File: src/rtl/wb_arb_pkg.sv
// Shared types and constants for the writeback-port arbiter: FSM state
// encoding, default bus widths and the writeback mux select encoding.
package wb_arb_pkg;

  typedef enum logic [1:0] {
    IDLE  = 2'd0,
    GNT_A = 2'd1,
    GNT_B = 2'd2
  } state_t;

  localparam int DEF_DATA_W = 32;
  localparam int DEF_ADDR_W = 5;

  // Writeback mux select / last-served encoding
  localparam logic SRC_A = 1'b0;
  localparam logic SRC_B = 1'b1;

endpackage

File: src/rtl/wb_port_arbiter_if.sv
// Writeback bus between the two sources (A = ALU, B = load) and the arbiter
// that owns the register-file write port.
interface wb_port_arbiter_if
  import wb_arb_pkg::*;
#(
  parameter int DATA_W = DEF_DATA_W,
  parameter int ADDR_W = DEF_ADDR_W
);
  logic              req_a;
  logic              lock_a;
  logic [ADDR_W-1:0] addr_a;
  logic [DATA_W-1:0] data_a;
  logic              req_b;
  logic              lock_b;
  logic [ADDR_W-1:0] addr_b;
  logic [DATA_W-1:0] data_b;
  logic              gnt_a;
  logic              gnt_b;
  logic              mux_sel;
  logic              wr_en;
  logic [ADDR_W-1:0] wr_addr;
  logic [DATA_W-1:0] wr_data;
  logic              busy;

  modport master (
    output req_a, lock_a, addr_a, data_a,
    output req_b, lock_b, addr_b, data_b,
    input  gnt_a, gnt_b, mux_sel, wr_en, wr_addr, wr_data, busy
  );

  modport slave (
    input  req_a, lock_a, addr_a, data_a,
    input  req_b, lock_b, addr_b, data_b,
    output gnt_a, gnt_b, mux_sel, wr_en, wr_addr, wr_data, busy
  );
endinterface

File: src/rtl/Mux_2_1.sv
// Generic 2:1 mux used on the writeback data path.
module Mux_2_1 #(
  parameter int W = 32
) (
  input  logic [W-1:0] A,
  input  logic [W-1:0] B,
  input  logic         Sel,
  output logic [W-1:0] Out
);
  assign Out = Sel ? B : A;
endmodule

File: src/rtl/wb_port_arbiter.sv
// Round-robin arbiter for the single register-file write port, with a
// bounded lock so a bursting owner cannot starve the other source.
module wb_port_arbiter
  import wb_arb_pkg::*;
#(
  parameter int DATA_W   = DEF_DATA_W,
  parameter int ADDR_W   = DEF_ADDR_W,
  parameter int MAX_HOLD = 4
) (
  input logic              clk,
  input logic              rst,
  wb_port_arbiter_if.slave bus
);
  localparam int              HC_W     = (MAX_HOLD > 1) ? $clog2(MAX_HOLD) : 1;
  localparam logic [HC_W-1:0] HOLD_TOP = HC_W'(MAX_HOLD - 1);

  state_t            state, nxt;
  logic              last;
  logic [HC_W-1:0]   hold_cnt;
  logic              can_hold;
  logic              gnt_a, gnt_b, sel, busy;
  logic [DATA_W-1:0] mux_data;
  logic [ADDR_W-1:0] mux_addr;

  // With MAX_HOLD=1 this is constant 0, so lock never extends ownership
  assign can_hold = (hold_cnt < HOLD_TOP);

  always_comb begin
    nxt = state;
    unique case (state)
      IDLE: begin
        if (bus.req_a && bus.req_b) nxt = (last == SRC_A) ? GNT_B : GNT_A;
        else if (bus.req_a)         nxt = GNT_A;
        else if (bus.req_b)         nxt = GNT_B;
        else                        nxt = IDLE;
      end
      GNT_A: begin
        if (!bus.req_b && bus.req_a)                            nxt = GNT_A;
        else if (bus.req_b && bus.req_a && bus.lock_a && can_hold) nxt = GNT_A;
        else if (bus.req_b)                                     nxt = GNT_B;
        else                                                    nxt = IDLE;
      end
      GNT_B: begin
        if (!bus.req_a && bus.req_b)                            nxt = GNT_B;
        else if (bus.req_a && bus.req_b && bus.lock_b && can_hold) nxt = GNT_B;
        else if (bus.req_a)                                     nxt = GNT_A;
        else                                                    nxt = IDLE;
      end
      default: nxt = IDLE;
    endcase
  end

  // Grant-side outputs are decoded from the next state so they register
  // alongside it and always match the state they describe.
  always_ff @(posedge clk) begin
    if (rst) begin
      state    <= IDLE;
      last     <= SRC_B;
      hold_cnt <= '0;
      gnt_a    <= 1'b0;
      gnt_b    <= 1'b0;
      sel      <= SRC_A;
      busy     <= 1'b0;
    end else begin
      state <= nxt;
      gnt_a <= (nxt == GNT_A);
      gnt_b <= (nxt == GNT_B);
      sel   <= (nxt == GNT_B) ? SRC_B : SRC_A;
      busy  <= (nxt != IDLE);
      if (state != IDLE && nxt != state)
        last <= (state == GNT_B) ? SRC_B : SRC_A;
      if (state != IDLE && nxt == state)
        hold_cnt <= can_hold ? hold_cnt + HC_W'(1) : hold_cnt;
      else
        hold_cnt <= '0;
    end
  end

  Mux_2_1 #(.W(DATA_W)) u_data_mux (
    .A  (bus.data_a),
    .B  (bus.data_b),
    .Sel(sel),
    .Out(mux_data)
  );

  assign mux_addr = (sel == SRC_B) ? bus.addr_b : bus.addr_a;

  assign bus.gnt_a   = gnt_a;
  assign bus.gnt_b   = gnt_b;
  assign bus.mux_sel = sel;
  assign bus.busy    = busy;
  assign bus.wr_en   = (gnt_a & bus.req_a) | (gnt_b & bus.req_b);
  assign bus.wr_addr = busy ? mux_addr : '0;
  assign bus.wr_data = busy ? mux_data : '0;

endmodule

File: src/flat_wrapper.sv
// flat-port wrapper written by rule: the top's interface ports become plain ports
module wb_port_arbiter_flat import wb_arb_pkg::*;
#(
  parameter int DATA_W   = DEF_DATA_W,
  parameter int ADDR_W   = DEF_ADDR_W,
  parameter int MAX_HOLD = 4
)
  (clk, rst, bus_req_a, bus_lock_a, bus_addr_a, bus_data_a, bus_req_b, bus_lock_b, bus_addr_b, bus_data_b, bus_gnt_a, bus_gnt_b, bus_mux_sel, bus_wr_en, bus_wr_addr, bus_wr_data, bus_busy);
  wb_port_arbiter_if #(.DATA_W(DATA_W), .ADDR_W(ADDR_W)) bus_i ();
  input logic clk;
  input logic rst;
  input wire logic [$bits(bus_i.req_a)-1:0] bus_req_a;
  input wire logic [$bits(bus_i.lock_a)-1:0] bus_lock_a;
  input wire logic [$bits(bus_i.addr_a)-1:0] bus_addr_a;
  input wire logic [$bits(bus_i.data_a)-1:0] bus_data_a;
  input wire logic [$bits(bus_i.req_b)-1:0] bus_req_b;
  input wire logic [$bits(bus_i.lock_b)-1:0] bus_lock_b;
  input wire logic [$bits(bus_i.addr_b)-1:0] bus_addr_b;
  input wire logic [$bits(bus_i.data_b)-1:0] bus_data_b;
  output wire logic [$bits(bus_i.gnt_a)-1:0] bus_gnt_a;
  output wire logic [$bits(bus_i.gnt_b)-1:0] bus_gnt_b;
  output wire logic [$bits(bus_i.mux_sel)-1:0] bus_mux_sel;
  output wire logic [$bits(bus_i.wr_en)-1:0] bus_wr_en;
  output wire logic [$bits(bus_i.wr_addr)-1:0] bus_wr_addr;
  output wire logic [$bits(bus_i.wr_data)-1:0] bus_wr_data;
  output wire logic [$bits(bus_i.busy)-1:0] bus_busy;
  assign bus_i.req_a = bus_req_a;
  assign bus_i.lock_a = bus_lock_a;
  assign bus_i.addr_a = bus_addr_a;
  assign bus_i.data_a = bus_data_a;
  assign bus_i.req_b = bus_req_b;
  assign bus_i.lock_b = bus_lock_b;
  assign bus_i.addr_b = bus_addr_b;
  assign bus_i.data_b = bus_data_b;
  assign bus_gnt_a = bus_i.gnt_a;
  assign bus_gnt_b = bus_i.gnt_b;
  assign bus_mux_sel = bus_i.mux_sel;
  assign bus_wr_en = bus_i.wr_en;
  assign bus_wr_addr = bus_i.wr_addr;
  assign bus_wr_data = bus_i.wr_data;
  assign bus_busy = bus_i.busy;
  wb_port_arbiter #(.DATA_W(DATA_W), .ADDR_W(ADDR_W), .MAX_HOLD(MAX_HOLD)) u_core (.clk(clk), .rst(rst), .bus(bus_i));
endmodule
File: config.mk
export PLATFORM = sky130hd
export DESIGN_NAME = wb_port_arbiter_flat
export DESIGN_NICKNAME = d
export VERILOG_FILES = /design/src/rtl/wb_arb_pkg.sv /design/src/rtl/wb_port_arbiter_if.sv /design/src/rtl/Mux_2_1.sv /design/src/rtl/wb_port_arbiter.sv /design/src/flat_wrapper.sv
export SDC_FILE = /design/constraint.sdc
export NUM_CORES = 1
export LEC_CHECK = 0
export CAP_MARGIN = 10
export CORE_UTILIZATION = 25
export DETAILED_ROUTE_END_ITERATION = 8
export PLACE_DENSITY = 0.73
export SETUP_SLACK_MARGIN = 0.02
export SLEW_MARGIN = 40
export SYNTH_ARGS = -nofsm -noshare
export SYNTH_HDL_FRONTEND = slang
export SYNTH_SLANG_ARGS = --single-unit
File: constraint.sdc
create_clock -name clk -period 1.29 [get_ports clk]
set_input_delay 0.258 -clock clk [delete_from_list [all_inputs] [get_ports clk]]
set_output_delay 0.258 -clock clk [all_outputs]
set_load 0.05 [all_outputs]
# --- Word level (Yosys, flattened, before mapping) ---
# Index checks and enable logic that the tools add are counted.
op_classes:
  mux: 16
  reduce_logical: 15
  addsub: 1
  magnitude_cmp: 1
  bitwise_logic: 4
  eq_ne: 6
op_table:
  columns: ["op", "count"]
  rows:
  - ["32-bit two-way mux", 2]
  - ["2-bit two-way mux", 8]
  - ["5-bit two-way mux", 2]
  - ["1-bit logical AND", 9]
  - ["2-bit one-hot mux with 3 select lines", 1]
  - ["2-bit by 1-bit == test with 1-bit output, second input constant", 2]
  - ["2-bit == test, second input constant", 2]
  - ["2-bit nonzero test", 2]
  - ["1-bit two-way mux", 3]
  - ["2-bit by 1-bit adder with 2-bit output, second input constant", 1]
  - ["1-bit AND", 2]
  - ["2-bit == test", 1]
  - ["1-bit zero test", 2]
  - ["2-bit zero test", 1]
  - ["2-bit < comparator, second input constant", 1]
  - ["2-bit inequality test", 1]
  - ["2-bit OR reduction", 1]
  - ["1-bit inverter", 1]
  - ["1-bit bitwise OR", 1]
word_totals:
  word_cells: 50
  ff_bits: 9
  inputBits: 80
  output_inout_bits: 42

# --- Logic depth before layout (Yosys ltp) ---
depth:
  word_depth: 10
  ltp_mapped: 5
  ltp_nobuf: 5

# --- By module ---
# A second synthesis with hierarchy kept.
unflattened:
  hier_cells: 127
  hier_area_um2: 1255.0
by_module_without_submodules:
  columns: ["mod", "seq_area_each_um2", "cells_per_inst", "area_per_inst_um2", "n_inst"]
  rows:
  - ["wb_port_arbiter", 160.2, 91, 710.7, 1]
  - ["Mux_2_1", 0.0, 36, 544.3, 1]

# --- Worst setup path after synthesis ---
# Ideal clock, no wire load.
synth_timing:
  path_type: "flip-flop to output port"
  start: "register, netlist name u_core.bus.gnt_b"
  end: "output bus_wr_data[15]"
  path_buffers: 2
  t_arrival_ns: 2.078
  path_slack_ns: -1.046
  required_time_ns: 1.032
  stages_incl_launch_ff: 5
  path_cell_list: "dfxtp_1 buf_2 buf_2 mux2i_1 nor2b_1"
synth_rtl:
  columns: ["element", "line", "text"]
  rows:
  - ["end, declared", "flat_wrapper.sv:25", "output wire logic [$bits(bus_i.wr_data)-1:0] bus_wr_data;"]

==> flow_summary_export.csv <==
group,metric,value,unit
status,status,"finished, violations left",
status,violations,"negative setup slack",
routing,ant_nets,0,
synth,synth_top_cell_area_share,0.3603,
layout,drive_gt1_frac,0.6278,
synth,synthTopCellsByArea,"mux2i_1 (36%), nor2b_1 (22%), dfxtp_1 (15%)",
die,rows,23,
synth,synth_commonest_cells,"mux2i_1 (39), nor2b_1 (38), dfxtp_1 (8)",
grt,grt_max_degree,21,
synth,yosys_register_bits,8,
placed_design,post_dp_cell_area,0.003326,mm^2
clock_tree,clk_latency,240,ps
routing,drt-total-wl,7825,um
clock_tree,cts.clk_slew.worst_paths,40,ps
die,io_pins,122,
synth,synth_edf_count,0,
placed_design,port_buffers,121,
routing,vias,1654,
routing,top_layer,"met4",
layout,stdcell_area,0.003814,mm^2
grt,antenna_found_initial,0,
routing,routed-wl-met2,4112,um
setup_path,worstPathArrival,1420,ps
clock_tree,clockRootBuffer,"clkbuf_8",
synth,syn_area,0.001084,mm^2
setup_path,path_max_fanout,13,
worst_hold_path,hold_class,"in2reg",
routing,wl_per_cell,24.76,um
die,die_x,67.84,um
sta,whs,473.7,ps
routing,drc,0,
setup_path,required,1030,ps
synth,async_reset_ff_frac,0,
routing,firstDrtPassIters,4,
clock_tree,cts_sinks,8,
routing,first_iter_violations,68,
routing,met1_length,2870,um
placed_design,gp_congestion,0.8131,
setup_path,worst_setup_path_start_kind,"flop",
clock_tree,cts_buffers,3,
clock_tree,cts_hold_buffers,0,
grt,grt_usage,0.2745,
sta,hold_violations,0,
sta,tightest_slew,459.0,ps
layout,final_nets,349,
synth,synthCells,128,
die,core_area,0.004086,mm^2
pwr,p_per_area,739.0,mW/mm^2
pwr,power.leakage,0.001405,uW
sta,worst_slack,-386.0,ps
setup_path,criticalPathCategory,"reg2out",
routing,viasPerCell,5.234,
die,die_area,0.004602,mm^2
die,initial_core_util,0.2652,
synth,yosysSeqAreaShare,0.1478,
synth,syn_area_per_cell,8.465,um^2
sta,min_period,1676,ps
synth,synth_top_area_cell,"mux2i_1",
layout,area_delta_synth_final,252.0,%
synth,yosys_warnings,0,
clock_tree,ctsLongestPathBuffers,2,
sta,maxSlewHeadroom,0.6940,
pwr,total_power,2818,uW
layout,diodes,0,
synth,syn-num-nets,209,
sta,fmax,596.7,MHz
synth,synth_most_common_cell,"mux2i_1",
grt,grt_pass1_vias,1627,
grt,grt_pass1_wl,9108,um
clock_tree,tritoncts,"built",
clock_tree,cts_max_level,1,
grt,grt-ovfl-total,0,
job,max_cap_viol_count,0,
setup_path,cp-end-kind,"output pin",
sta,rsz0062_at_grt,"yes",
synth,ys.flop_type,"dfxtp_1",
sta,slew_violations,0,
placed_design,dp_hpwl,4295,um
synth,ys_types,29,
sta,setup_viol,45,
routing,wl_met3,647,um
sta,finalClockSkew,1.561,ps
sta,post-route-period-util,1.299,
pwr,irDropWorstVdd,0.6977,mV
die,die_y,67.84,um
-- routing by layer --
metal | vias up | track usage
li1 | 736 | -
met1 | 798 | 0.3441
met2 | 101 | 0.4876
met4 | 0 | 0.05990
met5 | - | 0
met3 | 19 | 0.04667
-- layout make-up --
cell class | count | area [um^2]
tap | 50 | 62.56
clock buffer | 3 | 41.29
inverter | 4 | 15.01
sequential | 8 | 173.9
fill | 119 | 272.8
timing repair buffer | 146 | 1894
multi-input combinational | 105 | 1627
-- kinds of logic (layout without fill, tap and decap cells) --
family          Yosys count  count (layout)  synth area share
compound gates           15              15            0.1178
xor+xnor                  1               1          0.008085
fa+ha+maj                 1               1           0.01155
buf+inv                  15             153           0.07390
flops                     8               8            0.1478
mux                      39              39            0.3603
simple gates             49              49            0.2806
-- placed cells by master, fill, tap and decap left out, types with 2 or more instances in the layout --
cell / instances
clkdlybuf4s50_1: 75
buf_12: 47
nor2b_4: 38
mux2i_4: 30
buf_4: 17
mux2i_2: 8
inv_1: 3
nand2_1: 3
clkbuf_8: 3
buf_6: 3
dfxtp_4: 3
dfxtp_1: 3
nand3b_1: 2
a22o_1: 2
nor3_2: 2
clkdlybuf4s15_1: 2
dfxtp_2: 2
-- path summary, 6_finish.rpt --
kind / endpoint / cells past startpoint / from / slack, ps
setup / recovery: bus_wr_data[6] / 4 / u_core.bus.gnt_b$_SDFF_PP0_ / -390
hold / removal: u_core.hold_cnt[1]$_SDFFE_PP0N_ / 4 / rst / 470
setup reg to reg: u_core.hold_cnt[0]$_SDFFE_PP0N_ / 6 / u_core.hold_cnt[0]$_SDFFE_PP0N_ / -90
hold reg to reg: u_core.hold_cnt[1]$_SDFFE_PP0N_ / 2 / u_core.hold_cnt[1]$_SDFFE_PP0N_ / 570
-- sequential cells by signal, summed over array words and instances (netlist names) --
name	flops
u_core.bus.gnt_a	1
u_core.bus.busy	1
u_core.bus.gnt_b	1
u_core.state	2
u_core.last	1
u_core.hold_cnt	2
-- metrics by stage --
| stage | setup slack [ps] | setup TNS, ps | std cells | utilization |
|---|---|---|---|---|
| 2_1_floorplan | -129.1 | -3115 | 128 | - |
| 3_3_place_gp | -423.5 | -5454 | 309 | 0.8138 |
| 4_1_cts | -309.1 | -11160 | 314 | 0.9051 |
| 3_5_place_dp | -458.0 | -6307 | 309 | 0.8138 |
| 6_report | -386.0 | -12510 | 316 | 0.9333 |
| 5_1_grt | -412.9 | -13900 | 316 | 0.9333 |
-- critical path, stage by stage, from the launching register on --
cell	delay, ps
dfxtp_4	410
buf_12	200
mux2i_2	340
nor2b_4	80
buf_12	150
-- power breakdown --
group          internal [uW]  leakage [uW]  total [uW]  switching [uW]
combinational           1190       0.00132        2200            1010
clock                    203     0.0000216         317             114
sequential               267     0.0000687         300            32.8
-- repair_timing --
action | 4_1_cts | 5_1_grt
endpoints found under the setup margin | 46 | 46
pin swaps | 4 | 9
buffers inserted | 2 | 2
gates resized for setup | 53 | 18
endpoints found under the hold margin | 0 | 0
Note: power is estimated with default switching activity, not from simulation.
